<file path="src/rtl/div_pkg.sv">
// Shared constants and state encoding for the restoring divider controller.
// Pure declarations: no logic, no latency, no flow control.
package div_pkg;

  localparam int W  = 4;
  localparam int CW = $clog2(W);

  typedef enum logic [1:0] {
    ST_IDLE = 2'd0,
    ST_RUN  = 2'd1,
    ST_DONE = 2'd2
  } state_t;

endpackage

</file>
<file path="src/rtl/sub.sv">
// Combinational 4-bit subtractor, r = a - b modulo 16.
// Zero latency; no flow control.
module sub (
  input  logic [3:0] a,
  input  logic [3:0] b,
  output logic [3:0] r
);

  assign r = a - b;

endmodule

</file>
<file path="src/rtl/div_ctrl.sv">
// Sequential 4-bit unsigned restoring divider: one quotient bit per cycle, done pulses W+1 cycles after start.
// start is ignored while busy and accepted in IDLE or in the DONE cycle (back-to-back); no other backpressure.
module div_ctrl #(
  parameter int W = div_pkg::W
) (
  input  logic         ck,
  input  logic         rst_n,
  input  logic         start,
  input  logic [W-1:0] dividend,
  input  logic [W-1:0] divisor,
  output logic         busy,
  output logic         done,
  output logic [W-1:0] quotient,
  output logic [W-1:0] remainder,
  output logic         div_by_zero
);

  import div_pkg::*;

  if (W != 4) begin : g_w_check
    $error("div_ctrl: W must be 4 to match the sub datapath");
  end

  state_t        state, state_nxt;
  logic [W-1:0]  d_q, v_q, r_q, q_q;
  logic [CW-1:0] cnt_q;
  logic [W:0]    s;
  logic          s_ge;
  logic [W-1:0]  diff, r_nxt, q_nxt;
  logic          accept;

  // When S >= V the true difference is below V, so the low-bit subtract is exact.
  assign s      = {r_q, d_q[W-1]};
  assign s_ge   = (s >= {1'b0, v_q});
  assign r_nxt  = s_ge ? diff : s[W-1:0];
  assign q_nxt  = {q_q[W-2:0], s_ge};
  assign accept = start && (state != ST_RUN);

  sub u_sub (
    .a (s[W-1:0]),
    .b (v_q),
    .r (diff)
  );

  always_ff @(posedge ck or negedge rst_n) begin
    if (!rst_n) begin
      state <= ST_IDLE;
    end else begin
      state <= state_nxt;
    end
  end

  always_comb begin
    state_nxt = state;
    busy      = 1'b0;
    done      = 1'b0;
    case (state)
      ST_IDLE: begin
        if (start) state_nxt = ST_RUN;
      end
      ST_RUN: begin
        busy = 1'b1;
        if (cnt_q == '0) state_nxt = ST_DONE;
      end
      ST_DONE: begin
        done      = 1'b1;
        state_nxt = start ? ST_RUN : ST_IDLE;
      end
      default: state_nxt = ST_IDLE;
    endcase
  end

  always_ff @(posedge ck or negedge rst_n) begin
    if (!rst_n) begin
      d_q         <= '0;
      v_q         <= '0;
      r_q         <= '0;
      q_q         <= '0;
      cnt_q       <= '0;
      quotient    <= '0;
      remainder   <= '0;
      div_by_zero <= 1'b0;
    end else if (accept) begin
      d_q         <= dividend;
      v_q         <= divisor;
      r_q         <= '0;
      q_q         <= '0;
      cnt_q       <= CW'(W - 1);
      div_by_zero <= (divisor == '0);
    end else if (state == ST_RUN) begin
      d_q <= {d_q[W-2:0], 1'b0};
      r_q <= r_nxt;
      q_q <= q_nxt;
      if (cnt_q == '0) begin
        quotient  <= q_nxt;
        remainder <= r_nxt;
      end else begin
        cnt_q <= cnt_q - 1'b1;
      end
    end
  end

endmodule

</file>
<file path="config.mk">
export PLATFORM = sky130hd
export DESIGN_NAME = div_ctrl
export DESIGN_NICKNAME = d
export VERILOG_FILES = /design/src/rtl/div_pkg.sv /design/src/rtl/sub.sv /design/src/rtl/div_ctrl.sv
export SDC_FILE = /design/constraint.sdc
export NUM_CORES = 1
export LEC_CHECK = 0
export BUFFER_PORTS_ARGS = -buffer_cell sky130_fd_sc_hd__buf_2
export CORE_MARGIN = 1.5
export CORE_UTILIZATION = 55
export CTS_BUF_LIST = sky130_fd_sc_hd__clkbuf_8
export DETAILED_ROUTE_END_ITERATION = 16
export PLACE_DENSITY = 0.8
export SLEW_MARGIN = 20
export SYNTH_ARGS = -nofsm -noshare
export SYNTH_HDL_FRONTEND = slang
export SYNTH_SLANG_ARGS = --single-unit
</file>
<file path="constraint.sdc">
create_clock -name ck -period 2.6 [get_ports ck]
set_clock_uncertainty 0.15 [all_clocks]
set_input_delay 0.26 -clock ck [delete_from_list [all_inputs] [get_ports ck]]
set_output_delay 0.26 -clock ck [all_outputs]
set_load 0.1 [all_outputs]
</file>
# --- Word-level counts from Yosys, hierarchy flattened ---
# Cells that the tools add are included.
word_totals:
  regBits: 28
  in_bits: 11
  word_cells: 43
classes:
  n_addsub: 2
  magnitude_cmp: 1
  eq_ne: 6
  muxes: 16
  bitwise_logic: 1
  n_reduce_logical: 8
op_table:
  columns: ["op", "count"]
  rows:
  - ["2-to-1 mux 4 bit", 5]
  - ["2-to-1 mux 2 bit", 5]
  - ["2-to-1 mux 3 bit", 2]
  - ["case mux 2 bit (3 select lines)", 1]
  - ["greater-or-equal comparator 5 x 4 -> 1 bit", 1]
  - ["zero test 2 bit", 2]
  - ["zero test 4 bit", 1]
  - ["inequality test 2 x 1 -> 1 bit (second input constant)", 2]
  - ["inequality test 2 bit (second input constant)", 2]
  - ["AND reduction 2 bit", 2]
  - ["subtractor 4 bit", 1]
  - ["2-to-1 mux 1 bit", 3]
  - ["AND reduction 3 bit", 1]
  - ["equality test 2 x 1 -> 1 bit (second input constant)", 1]
  - ["equality test 2 bit (second input constant)", 1]
  - ["nonzero test 2 bit", 1]
  - ["subtractor 2 x 1 -> 2 bit (second input constant)", 1]
  - ["logical AND 1 bit", 1]
  - ["NOT 1 bit", 1]

# --- Logic depth before layout (Yosys ltp) ---
# Gate-level depths: netlist of run 1.
logic_depth:
  ltp_word: 4
  mapped_depth: 7
  mapped_depth_nobuf: 7

# --- Modules after synthesis ---
# A second synthesis of run 1 with hierarchy kept.
unflattened:
  cells_unflattened: 147
  area_unflattened_um2: 1468.9
modules_own_cells:
  columns: ["module", "instances", "cells_each", "area_each_um2"]
  rows:
  - ["div_ctrl", 1, 132, 1352.5]
  - ["sub", 1, 15, 116.4]

# --- Least setup slack after synthesis of run 1 ---
# OpenSTA, ideal clock, no wires.
synth_path:
  path_type: "reg2out"
  from: "register state[0]"
  to: "output port done"
  t_arrival_ns: 1.718
  required_time_ns: 2.190
  path_slack_ns: 0.472
  stages_incl_launch_ff: 2
  path_buffers: 0
  path_cell_list: "dfrtp_1 -> nor2b_1"
synth_between:
  elab_chain_len: 2
synth_lines:
  columns: ["element", "line_no", "text"]
  rows:
  - ["from (decl)", "div_ctrl.sv:24", "state_t state, state_nxt;"]
  - ["from (signal assigned)", "div_ctrl.sv:49", "state <= state_nxt;"]
  - ["equality test 2 bit", "div_ctrl.sv:57", "case (state)"]
  - ["2-to-1 mux 1 bit", "div_ctrl.sv:57", null]
  - ["to (decl)", "div_ctrl.sv:12", "output logic done,"]
# Every way passes these cells.

# --- Final worst setup path of run 1 ---
layout_path:
  from: "register r_q[1]"
  to: "register remainder[0]"
layout_between:
  elab_chain_len: 2
layout_lines:
  columns: ["element", "line_no", "text"]
  rows:
  - ["from (decl)", "div_ctrl.sv:25", "logic [W-1:0] d_q, v_q, r_q, q_q;"]
  - ["from (signal assigned)", "div_ctrl.sv:92", "r_q <= r_nxt;"]
  - ["greater-or-equal comparator 5 x 4 -> 1 bit", "div_ctrl.sv:34", "assign s_ge = (s >= {1'b0, v_q});"]
  - ["2-to-1 mux 4 bit", "div_ctrl.sv:35", "assign r_nxt = s_ge ? diff : s[W-1:0];"]
  - ["to (signal assigned)", "div_ctrl.sv:96", "remainder <= r_nxt;"]
  - ["to (decl)", "div_ctrl.sv:14", "output logic [W-1:0] remainder,"]
# Every way passes these cells.
# A chain may end at the register's enable or synchronous reset.

==> results of run 1 <==
-- per-layer routing --
metal | up-vias | share of wire (%)
li1 | 477 | -
met1 | 461 | 49
met2 | 21 | 46
met3 | 4 | 3.5
met4 | 0 | 1.3
met5 | - | 0
-- layout by cell type (no fill, tap or decap) --
master / n
o32ai_1: 1
a21oi_1: 4
ha_1: 5
inv_1: 9
o21ai_0: 11
nand2_2: 2
o21ai_1: 4
dlygate4sd3_1: 1
fa_1: 1
mux2_2: 7
xor2_1: 1
o21ai_2: 3
nor2b_1: 3
clkinv_1: 1
dfrtp_1: 28
nand2_1: 17
or4_1: 1
mux2_4: 1
mux2i_1: 6
nor2_1: 3
buf_4: 1
a21boi_4: 1
buf_2: 21
nand3_1: 9
nor3_1: 1
clkbuf_8: 4
o22ai_1: 1
and4b_1: 1
nand2b_1: 1
-- registers in the layout, indices dropped and copies added, names as in the netlist --
signal	cells
v_q	4
quotient	4
div_by_zero	1
r_q	4
cnt_q	2
d_q	4
remainder	4
q_q	3
state	2
-- layout make-up --
type | instances | area, um2
Multi-Input combinational cell | 84 | 581
Fill cell | 179 | 744
Clock buffer | 4 | 55.1
Sequential cell | 28 | 701
Inverter | 10 | 37.5
Tap cell | 28 | 35.0
Timing Repair Buffer | 23 | 123
-- timing repair --
action	4_1_cts	5_1_grt
hold buffers	1	0
hold endpoints to repair	28	0
buffers inserted	0	0
-- how the worst min path moves through the flow --
stage / startpoint / endpoint / slack [ns] / cells after the start
2_1_floorplan: rst_n / cnt_q[0]$_DFFE_PN0P_ / -0.19 / 0
3_3_place_gp: rst_n / state[0]$_DFFE_PN0P_ / 0.15 / 1
3_5_place_dp: rst_n / state[0]$_DFFE_PN0P_ / 0.16 / 1
4_1_cts: divisor[2] / v_q[2]$_DFFE_PN0P_ / 0.07 / 2
5_1_grt: divisor[2] / v_q[2]$_DFFE_PN0P_ / 0.07 / 2
6_report: divisor[2] / v_q[2]$_DFFE_PN0P_ / 0.08 / 2
-- metrics by stage --
stage               util, %  area (um2)  cells
floorplan                 -        1360    127
global placement       64.4        1470    172
detailed placement     64.4        1470    172
CTS                    67.3        1530    177
global route           67.3        1530    177
finish                 67.3        1530    177
-- Yosys cell counts --
library cell / n / area, um2
nor2_1: 3 / 11.3
and4b_1: 1 / 10.0
o32ai_1: 1 / 8.76
inv_1: 9 / 33.8
a21boi_4: 1 / 18.8
buf_2: 2 / 10.0
nand2b_1: 1 / 6.26
o21ai_0: 11 / 55.1
a21oi_1: 4 / 20.0
o21ai_1: 4 / 20.0
nand2_2: 2 / 12.5
dfrtp_1: 28 / 701
mux2_4: 1 / 15.0
buf_6: 3 / 33.8
nor3_1: 1 / 5.00
ha_1: 5 / 62.6
clkinv_1: 1 / 3.75
nand2_1: 17 / 63.8
o21ai_2: 3 / 26.3
xor2_1: 1 / 8.76
mux2i_1: 6 / 60.1
nand3_1: 9 / 45.0
mux2_2: 7 / 78.8
o22ai_1: 1 / 6.26
nor2b_1: 3 / 18.8
or4_1: 1 / 7.51
fa_1: 1 / 20.0
-- critical path: stages (launching register included) --
cell and delay [ns]:
dfrtp_1 0.41, ha_1 0.37, a21oi_1 0.20, o21ai_2 0.10, a21boi_4 0.24, mux2_4 0.34
o21ai_2 0.10
-- kinds of logic (layout without fill, tap and decap cells) --
| kind of cell | after synthesis | count (layout) |
|---|---|---|
| buf+inv | 15 | 37 |
| fa+ha+maj | 6 | 6 |
| compound gates | 25 | 25 |
| xor+xnor | 1 | 1 |
| simple gates | 38 | 38 |
| mux | 14 | 14 |
| flops | 28 | 28 |
==> results.yml, run 1 <==
clock_network:
  htree_levels: 1
  cts_tree: "yes"
  clkSlewWorstSetupHoldPaths_ns: 0.09
  insertion_delay_ns: 0.27
  cts_resized: 0
  cts_root_buffer: "clkbuf_8"
  clock_path_buffers: 2
  cts_buffers: 3
  cts.sinks: 28
cells_and_area:
  syn2layout_area_growth_pct: 12.4
  final_nets: 167
  antenna_cells: 0
  drive_above_1_share_pct: 26.8
floorplan:
  die-area_um2: 2790
  initial_core_util_pct: 59.9
  die_width_um: 52.8
  core_um2: 2280
  die_y_um: 52.8
  ios: 22
  rows: 17
grt:
  grt.busiest_layer: "met2"
  grtUsageMet1_pct: 26.8
  use_met3_pct: 2.57
  grt_pass1_vias: 913
  grt_usage_pct: 19.6
  gr-total-overflow: 0
  grt_pass1_wl_um: 3960
  use_met2_pct: 30.4
  antenna_found_initial: 0
  grt_max_degree: 29
worst_setup_path:
  rr_startpoint: "r_q[1]$_DFFE_PN0P_"
  critPathArrivalTime_ns: 2.04
  worst-r2r-setup-slack_ns: 0.62
  worstSetupEndpoint: "remainder[0]$_DFFE_PN0P_"
  crit_required_ns: 2.65
  critPathCaptureType: "flop"
  reg2reg_depth: 6
  critPathLaunchType: "flop"
  critPathLaunch: "r_q[1]$_DFFE_PN0P_"
  r2r_end: "remainder[0]$_DFFE_PN0P_"
  worstPathMaxFanout: 5
  crit_type: "reg2reg"
detailed_routing:
  routed_via_density: 5.44
  drt-total-wl_um: 2360
  drtIter0Drc: 6
  vias: 963
  postRouteAntennaNets: 0
  routedWlPerCell_um: 13.4
  route.detailed.drc: 0
  first_pass_iters: 3
synthesis:
  syn-num-nets: 144
  synth_seq_area_share_pct: 51.4
  yosys.area_share.adder_pct: 6.06
  synth_compound_area_share_pct: 11.4
  synthMuxAreaShare_pct: 11.3
  yosysWarnings: 0
  ys_types: 27
  yosys.area_share.simple_pct: 13.2
  synth_xor_area_share_pct: 0.643
  ys_seq_elements: 28
  netlist_instances: 127
  synth_top_family_by_area: "simple AND/OR/NAND/NOR gates"
  syn_area_um2: 1360
  avgSynthCellArea_um2: 10.7
sta:
  slew_headroom_pct: 59.5
  slew_violations: 0
  hold_ws_ns: 0.0800
  rsz0062_at_grt: "false"
  setup_viol: 0
  setup_ws_ns: 0.615
  tightest_slew_ns: 0.608
  hold_violations: 0
  min_period_ns: 1.98
  max_freq_mhz: 504
  setup_tns_ns: 0
  fin_crit_sh_pct: 76.3
place:
  dp_hpwl_um: 1750
  finalWeightedCongestion: 0.780
  place_worst_setup_slack_ns: 0.645
  port_buffers: 21
flow_run:
  cap_violations: 0
hold_path:
  worstHoldPathType: "in2reg"
outcome:
  status: "completed"
Power of run 1 is left out: the tool's default activity adds up to more than one toggle a clock period on the data nets, which glitch-free logic cannot reach.
==> run 2: changes to the inputs <==
--- a/config.mk
+++ b/config.mk
@@ -5,12 +5,13 @@
 export SDC_FILE = /design/constraint.sdc
 export NUM_CORES = 1
 export LEC_CHECK = 0
+export ABC_AREA = 1
 export BUFFER_PORTS_ARGS = -buffer_cell sky130_fd_sc_hd__buf_2
 export CORE_MARGIN = 1.5
-export CORE_UTILIZATION = 55
+export CORE_UTILIZATION = 52
 export CTS_BUF_LIST = sky130_fd_sc_hd__clkbuf_8
 export DETAILED_ROUTE_END_ITERATION = 16
-export PLACE_DENSITY = 0.8
+export PLACE_DENSITY = 0.79
 export SLEW_MARGIN = 20
 export SYNTH_ARGS = -nofsm -noshare
 export SYNTH_HDL_FRONTEND = slang
==> constraint.sdc (replaced) <==
create_clock -name ck -period 1.75 [get_ports ck]
set_clock_uncertainty 0.15 [all_clocks]
set_input_delay 0.175 -clock ck [delete_from_list [all_inputs] [get_ports ck]]
set_output_delay 0.175 -clock ck [all_outputs]
set_load 0.1 [all_outputs]
==> run 2 against run 1 <==
Effect of this change:
- first-iteration DRC count rose to 4.0 times the previous value
- sequential share of layout area is 4.9 points lower
- utilization is 2.1 points higher
- highest routed layer unchanged
==> results.yml, run 2 <==
place:
  port_buffers: 21
  finalWeightedCongestion: 0.834
  dpl_cell_area_um2: 1530
  dp_hpwl_um: 1870
synthesis:
  ys_types: 27
  netlist_instances: 152
  synth_top_area_share_pct: 51.0
  syn_area_um2: 1370
  avgSynthCellArea_um2: 9.03
  ys_top_cells_by_count: "nand2_1 (42), dfrtp_1 (28), inv_1 (19)"
  async_flop_share_pct: 100
  ys_top_cells_by_area: "dfrtp_1 (51%), nand2_1 (11%), inv_1 (5.2%)"
  synth_seq_area_share_pct: 51.0
  synth_most_common_cell: "nand2_1"
  ys.flop_type: "dfrtp_1"
  yosys.area.top_type: "dfrtp_1"
  yosysWarnings: 0
  syn-num-nets: 169
  ys_seq_elements: 28
  synth_edf_count: 0
floorplan:
  die_y_um: 54.4
  core_um2: 2480
  rows: 18
  ios: 22
  die_width_um: 54.4
  initial_core_util_pct: 55.4
  die-area_um2: 2960
clock_network:
  cts_buffers: 3
  htree_levels: 1
  insertion_delay_ns: 0.27
  clock_path_buffers: 2
  clkSlewWorstSetupHoldPaths_ns: 0.10
  cts.sinks: 28
  cts_tree: "yes"
  cts_root_buffer: "clkbuf_8"
worst_setup_path:
  critPathArrivalTime_ns: 1.72
  worstPathMaxFanout: 5
  crit_required_ns: 1.77
  critPathLaunchType: "flop"
  crit_type: "reg2reg"
  crit_path_frequent_cell: "nand3_1"
  slowest_stage: "dfrtp_1"
  critical_path_buf_inv_count: 0
  rr_startpoint: "r_q[1]$_DFFE_PN0P_"
  critPathCaptureType: "flop"
  path_cells: "ha_4 > a21oi_4 > nand2_2 > nand2_4 > nand3_1 > nand3_1 > nand2_1"
  cp_slowest_stage_delay_ns: 0.44
  path_delay_family: "simple AND/OR/NAND/NOR gates"
  critPathLaunch: "r_q[1]$_DFFE_PN0P_"
sta:
  min_period_ns: 1.70
  hold_violations: 0
  fin_crit_sh_pct: 97.2
  max_freq_mhz: 588
  slew_violations: 0
  setup_viol: 0
  tightest_slew_ns: 0.613
  slew_headroom_pct: 59.1
detailed_routing:
  postRouteAntennaNets: 0
  drt-total-wl_um: 2760
  route.detailed.drc: 0
  vias: 1119
  routedWlPerCell_um: 13.0
  routed_via_density: 5.25
  first_pass_iters: 4
  drtIter0Drc: 24
grt:
  grt_max_degree: 29
  antenna_found_initial: 0
  grt_usage_pct: 20.4
  grt_pass1_wl_um: 4360
  grt_pass1_vias: 1055
  gr-total-overflow: 0
cells_and_area:
  final_area_um2: 1720
  drive_above_1_share_pct: 32.2
  multiInputGateArea_um2: 626
  final_cell_mix: "nand2_1 (42), dfrtp_1 (27), buf_2 (20), inv_1 (15)"
  fillers: 191
  final_nets: 201
  final_common_cell: "nand2_1"
  syn2layout_area_growth_pct: 25.2
  antenna_cells: 0
  regArea_um2: 702
outcome:
  status: "completed"
hold_path:
  worstHoldPathType: "in2reg"
  hp-start: "divisor[2]"
flow_run:
  cap_violations: 0
## run 2: changes by cell type after synthesis, moves of 3 or more
cell,delta
o21ai_2,-3
o21ai_0,-7
buf_6,-3
nor2b_1,-3
nand2_2,+8
mux2i_1,-6
inv_2,+4
mux2_2,-7
nand2_1,+25
inv_1,+10
## run 2: worst min-delay path, cell delays in order
cell	delay [ns]
buf_2	0.07
nor2_1	0.04
nand4_1	0.07
nand2_1	0.05
## run 2: cell families after synthesis
kind of cell	Yosys count	synth area share (%)
XOR/XNOR	1	0.638
buffers and inverters	26	7.57
flip-flops	28	51.0
AO/OA/AOI/OAI	19	8.57
AND/OR/NAND/NOR	72	26.2
adder cells (fa/ha/maj)	6	6.02
## run 2: timing repair
item / 4_1_cts / 5_1_grt
hold buffers: 5 / 0
hold endpoints to repair: 32 / 0
pin swaps: 1 / 2
buffers inserted: 0 / 2
gates cloned: 0 / 0
resized for setup: 3 / 10
setup endpoints to repair: 3 / 8
## run 2: through the flow
step                      hold slack (ns)  setup TNS [ns]  std cells  setup WS [ns]  util, %
after floorplan                    -0.271               0        152          0.135        -
after detailed placement           0.0651         -0.0656        202        -0.0353     61.6
after global routing               0.0353         -0.0369        213        -0.0154     69.3
after global placement             0.0616               0        202        0.00773     61.6
final                             0.00875               0        213         0.0491     69.3
after CTS                          0.0145               0        211        0.00483     67.0
## run 2: worst paths after layout
kind	end	slack, ns	cells after the start
max	r_q[0]$_DFFE_PN0P_	0.05	7
min	div_by_zero$_DFFE_PN0P_	0.009	4
max reg2reg	r_q[0]$_DFFE_PN0P_	0.05	7
min reg2reg	remainder[1]$_DFFE_PN0P_	0.34	2
max in group asynchronous	r_q[0]$_DFFE_PN0P_	0.73	2
min in group asynchronous	quotient[3]$_DFFE_PN0P_	0.28	2
## run 2: per-layer routing
layer  routed length (um)  share of wire [%]  vias to the layer above  GRT usage (%)
met5                    0                  0                        -              0
met3                  126                4.6                        6           2.46
met1                 1200                 44                      534           25.5
li1                     -                  -                      542              -
met2                 1380                 50                       37           35.7
met4                   45                1.6                        0           7.92
## run 2: layout make-up
type	instances	share of cell area, %
clock inverters	1	1.75
clock buffers	3	2.40
repair buffers	28	10.8
multi-input cells	98	36.4
inverters	25	5.61
flip-flops and latches	28	40.9
well taps	30	2.18
Power of run 2 is left out for the same reason.
